### config.mk
export PLATFORM = sky130hd
export DESIGN_NAME = hazard_unit
export DESIGN_NICKNAME = d
export VERILOG_FILES = /design/src/rtl/hazard_unit.sv
export SDC_FILE = /design/constraint.sdc
export NUM_CORES = 1
export LEC_CHECK = 0
export BUFFER_PORTS_ARGS = -buffer_cell sky130_fd_sc_hd__buf_2
export CORE_MARGIN = 1
export CORE_UTILIZATION = 43
export DETAILED_ROUTE_END_ITERATION = 6
export GPL_TIMING_DRIVEN = 0
export PLACE_DENSITY_LB_ADDON = 0.15
export SYNTH_ARGS = -nofsm -noshare
export SYNTH_HDL_FRONTEND = slang
export SYNTH_SLANG_ARGS = --single-unit
### constraint.sdc
create_clock -name clk -period 5.8 [get_ports clk]
set_input_delay 1.74 -clock clk [delete_from_list [all_inputs] [get_ports clk]]
set_output_delay 1.74 -clock clk [all_outputs]
set_load 0.01 [all_outputs]
### src/rtl/hazard_unit.sv
// hazard_unit: load-use/redirect/forwarding control and multiply-divide EX occupancy FSM.
// Define HAZARD_STATS_EN to add saturating stallCycles/flushCount counters.
module hazard_unit #(
    parameter int MD_LATENCY = 4
) (
    input  logic       clk,
    input  logic       rst,
    input  logic [4:0] rsD,
    input  logic [4:0] rtD,
    input  logic [4:0] rsE,
    input  logic [4:0] rtE,
    input  logic [4:0] writeRegE,
    input  logic [4:0] writeRegM,
    input  logic [4:0] writeRegW,
    input  logic       Regfile_weE,
    input  logic       Regfile_weM,
    input  logic       Regfile_weW,
    input  logic       memToRegE,
    input  logic       redirectD,
    input  logic       mdStartE,
    output logic       stallF,
    output logic       stallD,
    output logic       stallE,
    output logic       flushD,
    output logic       flushE,
    output logic [1:0] forwardAE,
    output logic [1:0] forwardBE,
    output logic       mdBusy,
    output logic       mdDone
`ifdef HAZARD_STATS_EN
    ,
    output logic [31:0] stallCycles,
    output logic [31:0] flushCount
`endif
);
    typedef enum logic [1:0] {IDLE, BUSY, DONE} md_state_t;
    localparam logic [3:0] LOAD = 4'(MD_LATENCY - 1);
    md_state_t  r_state, w_next;
    logic [3:0] r_cnt, w_cnt;
    logic       w_lw, w_md_stall;

    function automatic logic [1:0] fwd(input logic [4:0] src);
        if (Regfile_weM && writeRegM != 5'd0 && writeRegM == src) return 2'b10;
        if (Regfile_weW && writeRegW != 5'd0 && writeRegW == src) return 2'b01;
        return 2'b00;
    endfunction

    always_ff @(posedge clk or negedge rst) begin
        if (!rst) begin
            r_state <= IDLE;
            r_cnt   <= 4'd0;
        end else begin
            r_state <= w_next;
            r_cnt   <= w_cnt;
        end
    end

    always_comb begin
        w_next = r_state;
        w_cnt  = r_cnt;
        case (r_state)
            IDLE: if (mdStartE) begin
                w_next = BUSY;
                w_cnt  = LOAD;
            end
            BUSY: begin
                w_cnt = r_cnt - 4'd1;
                if (r_cnt == 4'd1) w_next = DONE;
            end
            default: w_next = IDLE;
        endcase
    end

    assign w_lw = memToRegE && Regfile_weE && writeRegE != 5'd0 &&
                  (writeRegE == rsD || writeRegE == rtD);
    assign w_md_stall = (r_state == IDLE && mdStartE) || r_state == BUSY;

    // Every output is gated by rst so reset silences the combinational paths too.
    assign stallF    = rst && (w_lw || w_md_stall);
    assign stallD    = stallF;
    assign stallE    = rst && w_md_stall;
    assign flushE    = rst && w_lw && !w_md_stall;
    assign flushD    = rst && redirectD && !stallD;
    assign forwardAE = rst ? fwd(rsE) : 2'b00;
    assign forwardBE = rst ? fwd(rtE) : 2'b00;
    assign mdBusy    = stallE;
    assign mdDone    = rst && r_state == DONE;

`ifdef HAZARD_STATS_EN
    logic [31:0] r_stall_cycles, r_flush_count;
    always_ff @(posedge clk or negedge rst) begin
        if (!rst) begin
            r_stall_cycles <= 32'd0;
            r_flush_count  <= 32'd0;
        end else begin
            if (stallD && r_stall_cycles != '1) r_stall_cycles <= r_stall_cycles + 32'd1;
            if ((flushD || flushE) && r_flush_count != '1) r_flush_count <= r_flush_count + 32'd1;
        end
    end
    assign stallCycles = r_stall_cycles;
    assign flushCount  = r_flush_count;
`endif
endmodule
# Word level (Yosys, flattened, before mapping)
# Index checks and enable logic that the tools add are counted.
# Widths: inputs -> output; s select.
[totals] regBits=6 out_inout_bits=11
[classes] reduce_logical=29 n_addsub=1 n_eq_ne=11 muxes=21
[ops] cell="$eq 5x5->1" n=6
[ops] cell="$mux 2" n=12
[ops] cell="$logic_and 1x1->1" n=17
[ops] cell="$reduce_bool 5->1" n=3
[ops] cell="$pmux 4 s2" n=1
[ops] cell="$mux 1" n=6
[ops] cell="$eq 4x1->1 const B" n=1
[ops] cell="$mux 4" n=1
[ops] cell="$ne 2x2->1 const B" n=2
[ops] cell="$pmux 2 s2" n=1
[ops] cell="$reduce_and 2->1" n=2
[ops] cell="$sub 4x1->4 const B" n=1
[ops] cell="$logic_or 1x1->1" n=3
[ops] cell="$eq 2x1->1 const B" n=1
[ops] cell="$eq 2x2->1 const B" n=1
[ops] cell="$logic_not 1->1" n=2
[ops] cell="$logic_not 2->1" n=1
[ops] cell="$reduce_bool 2->1" n=1

# Depth between registers and ports, before layout
# Gate-level depths: netlist of the first run.
[logic_depth] word_depth=8 ltp_mapped=5

# Worst setup path before layout of the first run
# Ideal clock, no wire load.
[synth_timing] kind="input -> output" from="in writeRegM[1]" to="out forwardAE[0]" t_required_ns=4.060 t_arrival_ns=2.841 setup_slack_ns=1.219 n_path_buf=0 path_stages=4 path_cell_list="or4_1 o21ai_2 nor4_1 nor4_2"
[synth_via] elab_chain_cells=6 elab_cells_between_ends=7 classes_between="1 x eq/ne; 3 x mux; 3 x reduce/logical"
[synth_rtl] item="start: declaration" line_no="13" source="input logic [4:0] writeRegM,"
[synth_rtl] item="$reduce_bool 5->1" line_no="43" source="if (Regfile_weM && writeRegM != 5'd0 && writeRegM == src) return 2'b10;"
[synth_rtl] item="$logic_and 1x1->1" line_no="43"
[synth_rtl] item="$logic_and 1x1->1 (*)" line_no="43"
[synth_rtl] item="$mux 1 (*)" line_no="43"
[synth_rtl] item="$mux 2 (*)" line_no="44" source="if (Regfile_weW && writeRegW != 5'd0 && writeRegW == src) return 2'b01;"
[synth_rtl] item="$mux 2 (*)" line_no="84" source="assign forwardAE = rst ? fwd(rsE) : 2'b00;"
[synth_rtl] item="end: declaration" line_no="26" source="output logic [1:0] forwardAE,"
# Mark *: on every way between the ends. The rest lies on a longest branch, timed or not.

# Final worst setup path of the first run
# Ends and elaborated chain as after synthesis.

==> results of run 1 <==
-- cell type report --
type | instances | area, um2 | share of cell area
sequential | 6 | 150 | 0.140
inverter | 3 | 11.3 | 0.0105
multi-input combinational | 76 | 583 | 0.544
tap | 16 | 20.0 | 0.0187
clock buffer | 3 | 22.5 | 0.0210
timing repair buffer | 53 | 265 | 0.248
buffer | 3 | 18.8 | 0.0175
-- cells by family after synthesis --
family	Yosys count	synth area share
adders and majority gates	2	0.0328
AOI/OAI and AO/OA	12	0.126
buffers and inverters	6	0.0393
and+or+nand+nor	31	0.246
xor gates and xnor gates	30	0.344
muxes	1	0.0148
DFF	6	0.197
-- stage by stage --
stage	setup slack, ns	hold slack, ns	power (mW)
final	0.990	0.548	0.262
after global routing	0.894	0.575	0.288
after CTS	0.989	0.547	0.264
after detailed placement	0.989	0.539	0.225
after global placement	0.990	0.535	0.221
after floorplan	1.22	0.503	0.176
-- report_power, final --
group,switching [mW],leakage [nW],internal (mW)
clock,0.0145,0.0138,0.0234
combinational,0.0678,0.474,0.0761
sequential,0.0190,0.0720,0.0612
-- synthesized netlist by cell type --
cell type and count:
ha_1 2, nor4_1 2, a31oi_1 1, a21o_1 1, xor2_1 24, or4_1 5, a22o_1 2, nor3_1 4
nand2_1 2, o211ai_1 1, and2_2 2, o2111ai_1 1, xnor2_1 6, or3_1 1, a22oi_1 1, and3b_1 1
nor4_2 2, a2bb2oi_1 1, nand2b_1 1, and2_1 1, buf_4 2, o21ai_0 1, nor2_1 7, or2_2 1
dfrtp_1 6, o21bai_1 1, o21ai_2 1, o2111a_1 1, clkbuf_1 1, inv_1 3, nand3_1 2, mux2_2 1
-- sequential cells by signal (all words and copies together) (netlist names) --
| register | cells |
|---|---|
| r_state | 2 |
| r_cnt | 4 |
-- path summary, 6_finish.rpt --
| kind | endpoint | slack (ns) |
|---|---|---|
| hold reg to reg | r_cnt[0] | 0.55 |
| max in group asynchronous | r_cnt[1] | 4.24 |
| min in group asynchronous | r_state[0] | 1.36 |
| setup reg to reg | r_cnt[2] | 4.52 |
| hold / removal | r_cnt[0] | 0.55 |
| setup / recovery | forwardAE[0] | 0.99 |
-- critical path, delay by kind of cell --
| family | cells | cell delay, ns |
|---|---|---|
| AND/OR/NAND/NOR | 3 | 0.88 |
| buffers and inverters | 2 | 0.30 |
| AO/OA/AOI/OAI | 1 | 0.15 |
-- per-layer routing --
layer	vias up	global-route usage	wire length [um]
met3	2	0.0286	116
met5	-	0	0
met4	0	0.0788	11
li1	428	-	-
met2	30	0.359	950
met1	358	0.259	809
==> results.md, run 1 <==
- Syn nets: 133
- Worst slew margin: 0.731
- Input/output buffers: 53
- CP endpoint kind: output pin
- Min-delay src: r_cnt[0]
- Fmax: 208 MHz
- Vias per cell: 5.11
- Wirelength per Cell: 11.8 um
- CP required: 4.06 ns
- I/O Pins: 54
- Sequential area share after synthesis: 0.197
- Placed Cells: 157
- Max_cap viols: 0
- Clock buffer depth: 2
- First-pass GRT wire length: 3060 um
- GR Overflow Total: 0
- Number of setup buffers added after CTS: 0
- Final Util: 0.679
- CP max stage cell: or4_1
- Largest net degree at the start of global routing: 14
- ANT cells: 0
- Die X: 44.1 um
- Leak pwr: 0.560 nW
- Row count: 14
- Final setup viols: 0
- Net count, final: 191
- Layout cells sized above 1: 0.451
- Reg2reg start: r_state[0]
- CTS tree: built
- First-pass DRT Iterations: 6
- Crit Path Class: in -> out
- Most common cell after layout, fill and taps aside: buf_2
- Synth top area share: 0.275
- Tmin final: 4.81 ns
- Die footprint: 0.00195 mm2
- Hold Path Class: reg -> reg
- Sum Neg Setup Slack: 0 ns
- Via Count: 818
- Avg Cell Area, Syn: 8.67 um2
- Vias in the first global route: 758
- Hold Path Stages: 1
- Worst-margin pin slew: 0.400 ns
- Post-CTS Resized: 0
- Final hold violation count: 0
- Clk slew on worst S/H paths: 0.04 ns
- Num Clock Sinks: 6
- Commonest cells after routing, fill and taps aside: 53 x buf_2, 24 x xor2_1, 7 x nor2_1
- Final instance area: 0.00107 mm2
- Arrival @ worst endpoint: 3.07 ns
- Post-DP HPWL: 1610 um
- Failing checks: DRC
- Warnings, synthesis: 0
- Gpl congestion: 0.891
- Gate Count Post-Synth: 88
- Period utilization: 0.829
- Synthesized cell area: 763 um2
- Core ar.: 0.00158 mm2
- DR DRC count: 5
- Clk Latency, worst-skew pair: 0.24 ns
- TritonCTS buffer count: 3
- Element type at the critical path start: primary input
- Cell mode on critical path: buf_2
- Crit-path cells: buf_2 -> or4_1 -> o21ai_2 -> nor4_1 -> nor4_2 -> buf_2
- Initial Util: 0.484
- Layout area overhead: 40.3%
- Filler cells: 135
- Worst reg2reg path depth: 4
- Final WL: 1890 um
- 1st-iter DRT viols: 21
- RSZ-0062 raised after global routing: no
- Chip Height: 44.1 um
- CP peak stage delay: 0.54 ns
- Count of hold-fix buffers inserted at cts: 0
- Depth of the CTS H-tree: 1
- GRT Overall Usage: 0.207
- Crit Path Max Fanout: 3
- Initial antenna violation count: 0
- Outcome: finished, violations left
- Post-DRT Antenna Nets: 0
- Slew Limit Fails: 0
- Clock root cell: clkbuf_4
- Synth area leaders: xor2_1 28%, dfrtp_1 20%, xnor2_1 6.9%, or4_1 4.9%, nor2_1 3.4%
- Count of different cell masters after synthesis: 32
- Critical path origin: writeRegM[1]
- Pwr per Cell Area: 245 mW/mm2
- Non-filler instance count after layout: 160
- Clock skew: 0.00527 ns
- Biggest area consumer among synthesized cells: xor2_1
- Post-DP Area: 0.00105 mm2
- Worst vdd ir: 0.000194 V
- Yosys reg bits: 6
Power figures use the tool's default switching activity.
==> inputs of run 2 (changes only) <==
--- a/config.mk
+++ b/config.mk
@@ -7,7 +7,7 @@
 export LEC_CHECK = 0
 export BUFFER_PORTS_ARGS = -buffer_cell sky130_fd_sc_hd__buf_2
 export CORE_MARGIN = 1
-export CORE_UTILIZATION = 43
+export CORE_UTILIZATION = 40
 export DETAILED_ROUTE_END_ITERATION = 6
 export GPL_TIMING_DRIVEN = 0
 export PLACE_DENSITY_LB_ADDON = 0.15
==> constraint.sdc (replaced) <==
create_clock -name clk -period 4.7 [get_ports clk]
set_input_delay 1.41 -clock clk [delete_from_list [all_inputs] [get_ports clk]]
set_output_delay 1.41 -clock clk [all_outputs]
set_load 0.01 [all_outputs]
==> run 2 against run 1 <==
Net effect: the run now ends clean; clock power is 31% higher; combinational power grew 22%; clock-buffer cell count did not move; register-to-register slack lost 1.1 ns; clock skew shrank 0.0049 ns; critical path type unchanged; largest cell class unchanged.
==> results.md, run 2 (synthesized netlist as in run 1, its figures left out) <==
- First-pass DRT Iterations: 4
- Num Clock Sinks: 6
- Crit Path Max Fanout: 3
- ANT cells: 0
- First-pass GRT wire length: 2860 um
- Core ar.: 0.00176 mm2
- Net count, final: 191
- Leak pwr: 0.560 nW
- Clock buffer depth: 2
- Worst-margin pin slew: 0.437 ns
- Row count: 15
- Clk slew on worst S/H paths: 0.05 ns
- Outcome: finished clean
- Most common cell after layout, fill and taps aside: buf_2
- Filler cells: 180
- Max_cap viols: 0
- Buffers & Inverters on Critical Path: 2
- Layout cells sized above 1: 0.451
- Setup ws final: 0.552 ns
- Element type at the critical path start: primary input
- I/O Pins: 54
- Clk Latency, worst-skew pair: 0.25 ns
- Pwr per Cell Area: 300 mW/mm2
- Die X: 45.7 um
- Tmin final: 4.15 ns
- Worst vdd ir: 0.000271 V
- Clock skew: 0.000386 ns
- Post-Place Worst Slack: 0.537 ns
- Period utilization: 0.883
- DR DRC count: 0
- Input/output buffers: 53
- GR Overflow Total: 0
- Slew Limit Fails: 0
- Count of hold-fix buffers inserted at cts: 0
- Crit Path Class: in -> out
- CP required: 3.29 ns
- Wirelength per Cell: 10.9 um
- RSZ-0062 raised after global routing: no
- Commonest cells after routing, fill and taps aside: 53 x buf_2, 24 x xor2_1, 7 x nor2_1
- CTS tree: built
- Chip Height: 45.7 um
- GRT Overall Usage: 0.190
- Vias per cell: 4.95
- Non-filler instance count after layout: 169
- CP endpoint kind: output pin
- CP peak stage delay: 0.54 ns
- Placed Cells: 166
- Crit path max-delay family: simple AND/OR/NAND/NOR gates
- Via Count: 836
- Largest net degree at the start of global routing: 14
- Final hold violation count: 0
- CP max stage cell: or4_1
- 1st-iter DRT viols: 3
- Largest Register: r_cnt
- TritonCTS buffer count: 3
- Crit-path cells: buf_2 -> or4_1 -> o21ai_2 -> nor4_1 -> nor4_2 -> buf_2
- Hold Path Class: reg -> reg
- Fmax: 241 MHz
- Die footprint: 0.00209 mm2
- Biggest regs: r_cnt: 4 flops, r_state: 2 flops
- Clock root cell: clkbuf_4
- Initial Util: 0.433
- Final Util: 0.613
- Post-DP HPWL: 1630 um
- Sum Neg Setup Slack: 0 ns
- Vias in the first global route: 747
- Arrival @ worst endpoint: 2.74 ns
- Gpl congestion: 0.825
- Initial antenna violation count: 0
- Final instance area: 0.00108 mm2
- Worst slew margin: 0.706
- Layout area overhead: 41.8%
- Final WL: 1850 um
- Post-DP Area: 0.00106 mm2
- Post-CTS Resized: 0
- Depth of the CTS H-tree: 1
- Number of setup buffers added after CTS: 0
- Largest register FFs: 4
- Cell mode on critical path: buf_2
- Final setup viols: 0
- Post-DRT Antenna Nets: 0
==> run 2: cell counts in the layout (fill, tap and decap cells not counted) <==
Identical to the previous run, type by type.
==> run 2: worst reg2reg max path: cells and delay by family, from the launching register on <==
kind,cells,cell delay (ns)
flip-flops,1,0.42
AND/OR/NAND/NOR,2,0.34
buffers and inverters,1,0.16
AO/OA/AOI/OAI,1,0.25
==> run 2: final timing paths <==
| kind | slack, ns | cells after the start | endpoint | start |
|---|---|---|---|---|
| worst min register to register | 0.56 | 1 | r_state[0] | r_state[0] |
| min in group asynchronous | 1.01 | 1 | r_state[1] | rst |
| worst max-delay path | 0.55 | 6 | forwardBE[0] | writeRegM[1] |
| worst min-delay path | 0.56 | 1 | r_state[0] | r_state[0] |
| worst max register to register | 3.42 | 4 | r_cnt[2] | r_state[0] |
| max in group asynchronous | 3.49 | 1 | r_cnt[0] | rst |
==> run 2: final cells by class <==
class	count	area, um2	share of cell area
plain buffers	3	18.8	0.0173
repair buffers	53	265	0.245
multi-input cells	76	583	0.539
inverters	3	11.3	0.0104
clock buffers	3	22.5	0.0208
flip-flops and latches	6	150	0.139
well taps	25	31.3	0.0289
==> run 2: through the flow <==
stage / hold WS, ns / power, mW
final: 0.559 / 0.325
after global routing: 0.595 / 0.359
after CTS: 0.560 / 0.330
after detailed placement: 0.549 / 0.278
after global placement: 0.541 / 0.271
after floorplan: 0.503 / 0.218
==> run 2: per-layer routing <==
layer,wire (um),vias to the layer above,track usage
met1,734,371,0.194
met5,0,-,0
met3,167,2,0.0595
met4,11,0,0.0364
li1,-,423,-
met2,931,40,0.371
==> run 2: power breakdown <==
part / leakage, nW / internal, mW / total, mW / switching (mW)
Clock: 0.0138 / 0.0290 / 0.0498 / 0.0207
Combinational: 0.474 / 0.0936 / 0.176 / 0.0828
Sequential: 0.0720 / 0.0754 / 0.0989 / 0.0235
==> inputs of run 3 (changes only) <==
--- a/config.mk
+++ b/config.mk
@@ -5,7 +5,7 @@
 export SDC_FILE = /design/constraint.sdc
 export NUM_CORES = 1
 export LEC_CHECK = 0
-export BUFFER_PORTS_ARGS = -buffer_cell sky130_fd_sc_hd__buf_2
+export BUFFER_PORTS_ARGS = -buffer_cell sky130_fd_sc_hd__buf_4
 export CORE_MARGIN = 1
 export CORE_UTILIZATION = 40
 export DETAILED_ROUTE_END_ITERATION = 6
==> run 3 against run 2 <==
Net effect: wire length increased by 12%; combinational power up 12%; cell count unchanged; via count shrank 0.96%; global-route usage increased by 2.3 points; flip-flop and latch count unchanged; design area rose by 12%; critical path depth did not move.
==> results.md, run 3 (synthesized netlist as in run 1, its figures left out) <==
- Outcome: finished clean
- Top routing layer used: met3
- Period utilization: 0.886
- Clock power share: 0.140
- Clk Latency, worst-skew pair: 0.25 ns
- Die footprint: 0.00209 mm2
- CP required: 3.29 ns
- Wl on met1: 811 um
- Filler cells: 172
- Via Count: 828
- Final setup viols: 0
- Sw frac: 0.383
- Max_cap viols: 0
- Post-DP HPWL: 1710 um
- GRT Overall Usage: 0.213
- Tmin final: 4.16 ns
- I/O Pins: 54
- Input/output buffers: 53
- DR DRC count: 0
- First-pass GRT wire length: 3190 um
- Final WL: 2070 um
- Layout cells sized above 1: 0.451
- Number of setup buffers added after CTS: 0
- Depth of the CTS H-tree: 1
- Row count: 15
- Largest net degree at the start of global routing: 14
- Initial Util: 0.433
- Largest register FFs: 4
- Vias per cell: 4.90
- Footprint of the multi-input gates: 583 um2
- Clk slew on worst S/H paths: 0.04 ns
- Internal: 0.215 mW
- Gpl congestion: 0.841
- Num Clock Sinks: 6
- Worst vdd ir: 0.000321 V
- Arrival @ worst endpoint: 2.75 ns
- Initial antenna violation count: 0
- Final hold violation count: 0
- Register area: 150 um2
- GR Overflow Total: 0
- CP endpoint kind: output pin
- Flop pwr share: 0.291
- Routed wl met2: 1040 um
- Fmax: 240 MHz
- Most common cell after layout, fill and taps aside: buf_4
- Biggest regs: r_cnt: 4 flops, r_state: 2 flops
- Clock skew: 0.00321 ns
- Largest Register: r_cnt
- Die X: 45.7 um
- Post-DRT Antenna Nets: 0
- Leak pwr: 0.598 nW
- Crit Path Max Fanout: 3
- Gate power share: 0.569
- Layout area overhead: 59.2%
- Met3 wire length: 220 um
- Element type at the critical path start: primary input
- ANT cells: 0
- Chip Height: 45.7 um
- Hold Path Class: reg -> reg
- Net count, final: 191
- TritonCTS buffer count: 3
- Wirelength per Cell: 12.2 um
- Commonest cells after routing, fill and taps aside: 55 x buf_4, 24 x xor2_1, 7 x nor2_1
- Vias in the first global route: 787
- 1st-iter DRT viols: 11
- Crit Path Class: in -> out
- Core ar.: 0.00176 mm2
- Slew Limit Fails: 0
- Worst slew margin: 0.718
- NetSw: 0.133 mW
- Worst-margin pin slew: 0.419 ns
- Post-CTS Resized: 0
- Count of hold-fix buffers inserted at cts: 0
- Clock buffer depth: 2
- Clock root cell: clkbuf_4
- First-pass DRT Iterations: 4
- RSZ-0062 raised after global routing: no
- Overall power: 0.348 mW
- Pwr per Cell Area: 286 mW/mm2
- CTS tree: built
- Sum Neg Setup Slack: 0 ns
[run 3: final cells by class]
type | count | share of cell area
Buffer | 3 | 0.0154
Multi-Input combinational cell | 76 | 0.480
Tap cell | 25 | 0.0257
Clock buffer | 3 | 0.0185
Timing Repair Buffer | 53 | 0.327
Sequential cell | 6 | 0.124
Inverter | 3 | 0.00927
[run 3: layer usage]
layer | GRT usage | vias up
met1 | 0.209 | 360
met5 | 0 | -
li1 | - | 426
met4 | 0.0364 | 0
met2 | 0.414 | 42
met3 | 0.0873 | 0
[run 3: final timing paths]
kind                                   start            to  slack (ns)  depth (start not counted)
worst max-delay path            writeRegM[1]  forwardBE[0]        0.54                          6
worst min-delay path                r_cnt[0]      r_cnt[0]        0.55                          1
worst max register to register    r_state[0]      r_cnt[2]        3.37                          4
worst min register to register      r_cnt[0]      r_cnt[0]        0.55                          1
max in group asynchronous                rst      r_cnt[1]        3.57                          1
min in group asynchronous                rst    r_state[0]        0.99                          1
[run 3: per-stage QoR]
| step | utilization | instances | hold WS [ns] | area, um2 | setup WS, ns |
|---|---|---|---|---|---|
| floorplan | - | 88 | 0.503 | 763 | 0.779 |
| global placement | 0.676 | 166 | 0.542 | 1190 | 0.536 |
| detailed placement | 0.676 | 166 | 0.548 | 1190 | 0.526 |
| CTS | 0.689 | 169 | 0.553 | 1210 | 0.528 |
| global route | 0.689 | 169 | 0.571 | 1210 | 0.392 |
| finish | 0.689 | 169 | 0.553 | 1210 | 0.538 |
[run 3: critical path, stage by stage]
cell     delay [ns]
buf_4          0.12
or4_1          0.53
o21ai_2        0.15
nor4_1         0.09
nor4_2         0.28
buf_4          0.16
[run 3: power groups by stage]
stage / Combinational [mW] / Sequential (mW) / Clock, mW
floorplan: 0.124 / 0.0935 / 0
global placement: 0.190 / 0.0985 / 0
detailed placement: 0.198 / 0.0999 / 0
CTS: 0.200 / 0.0999 / 0.0506
global route: 0.220 / 0.103 / 0.0559
finish: 0.198 / 0.101 / 0.0488
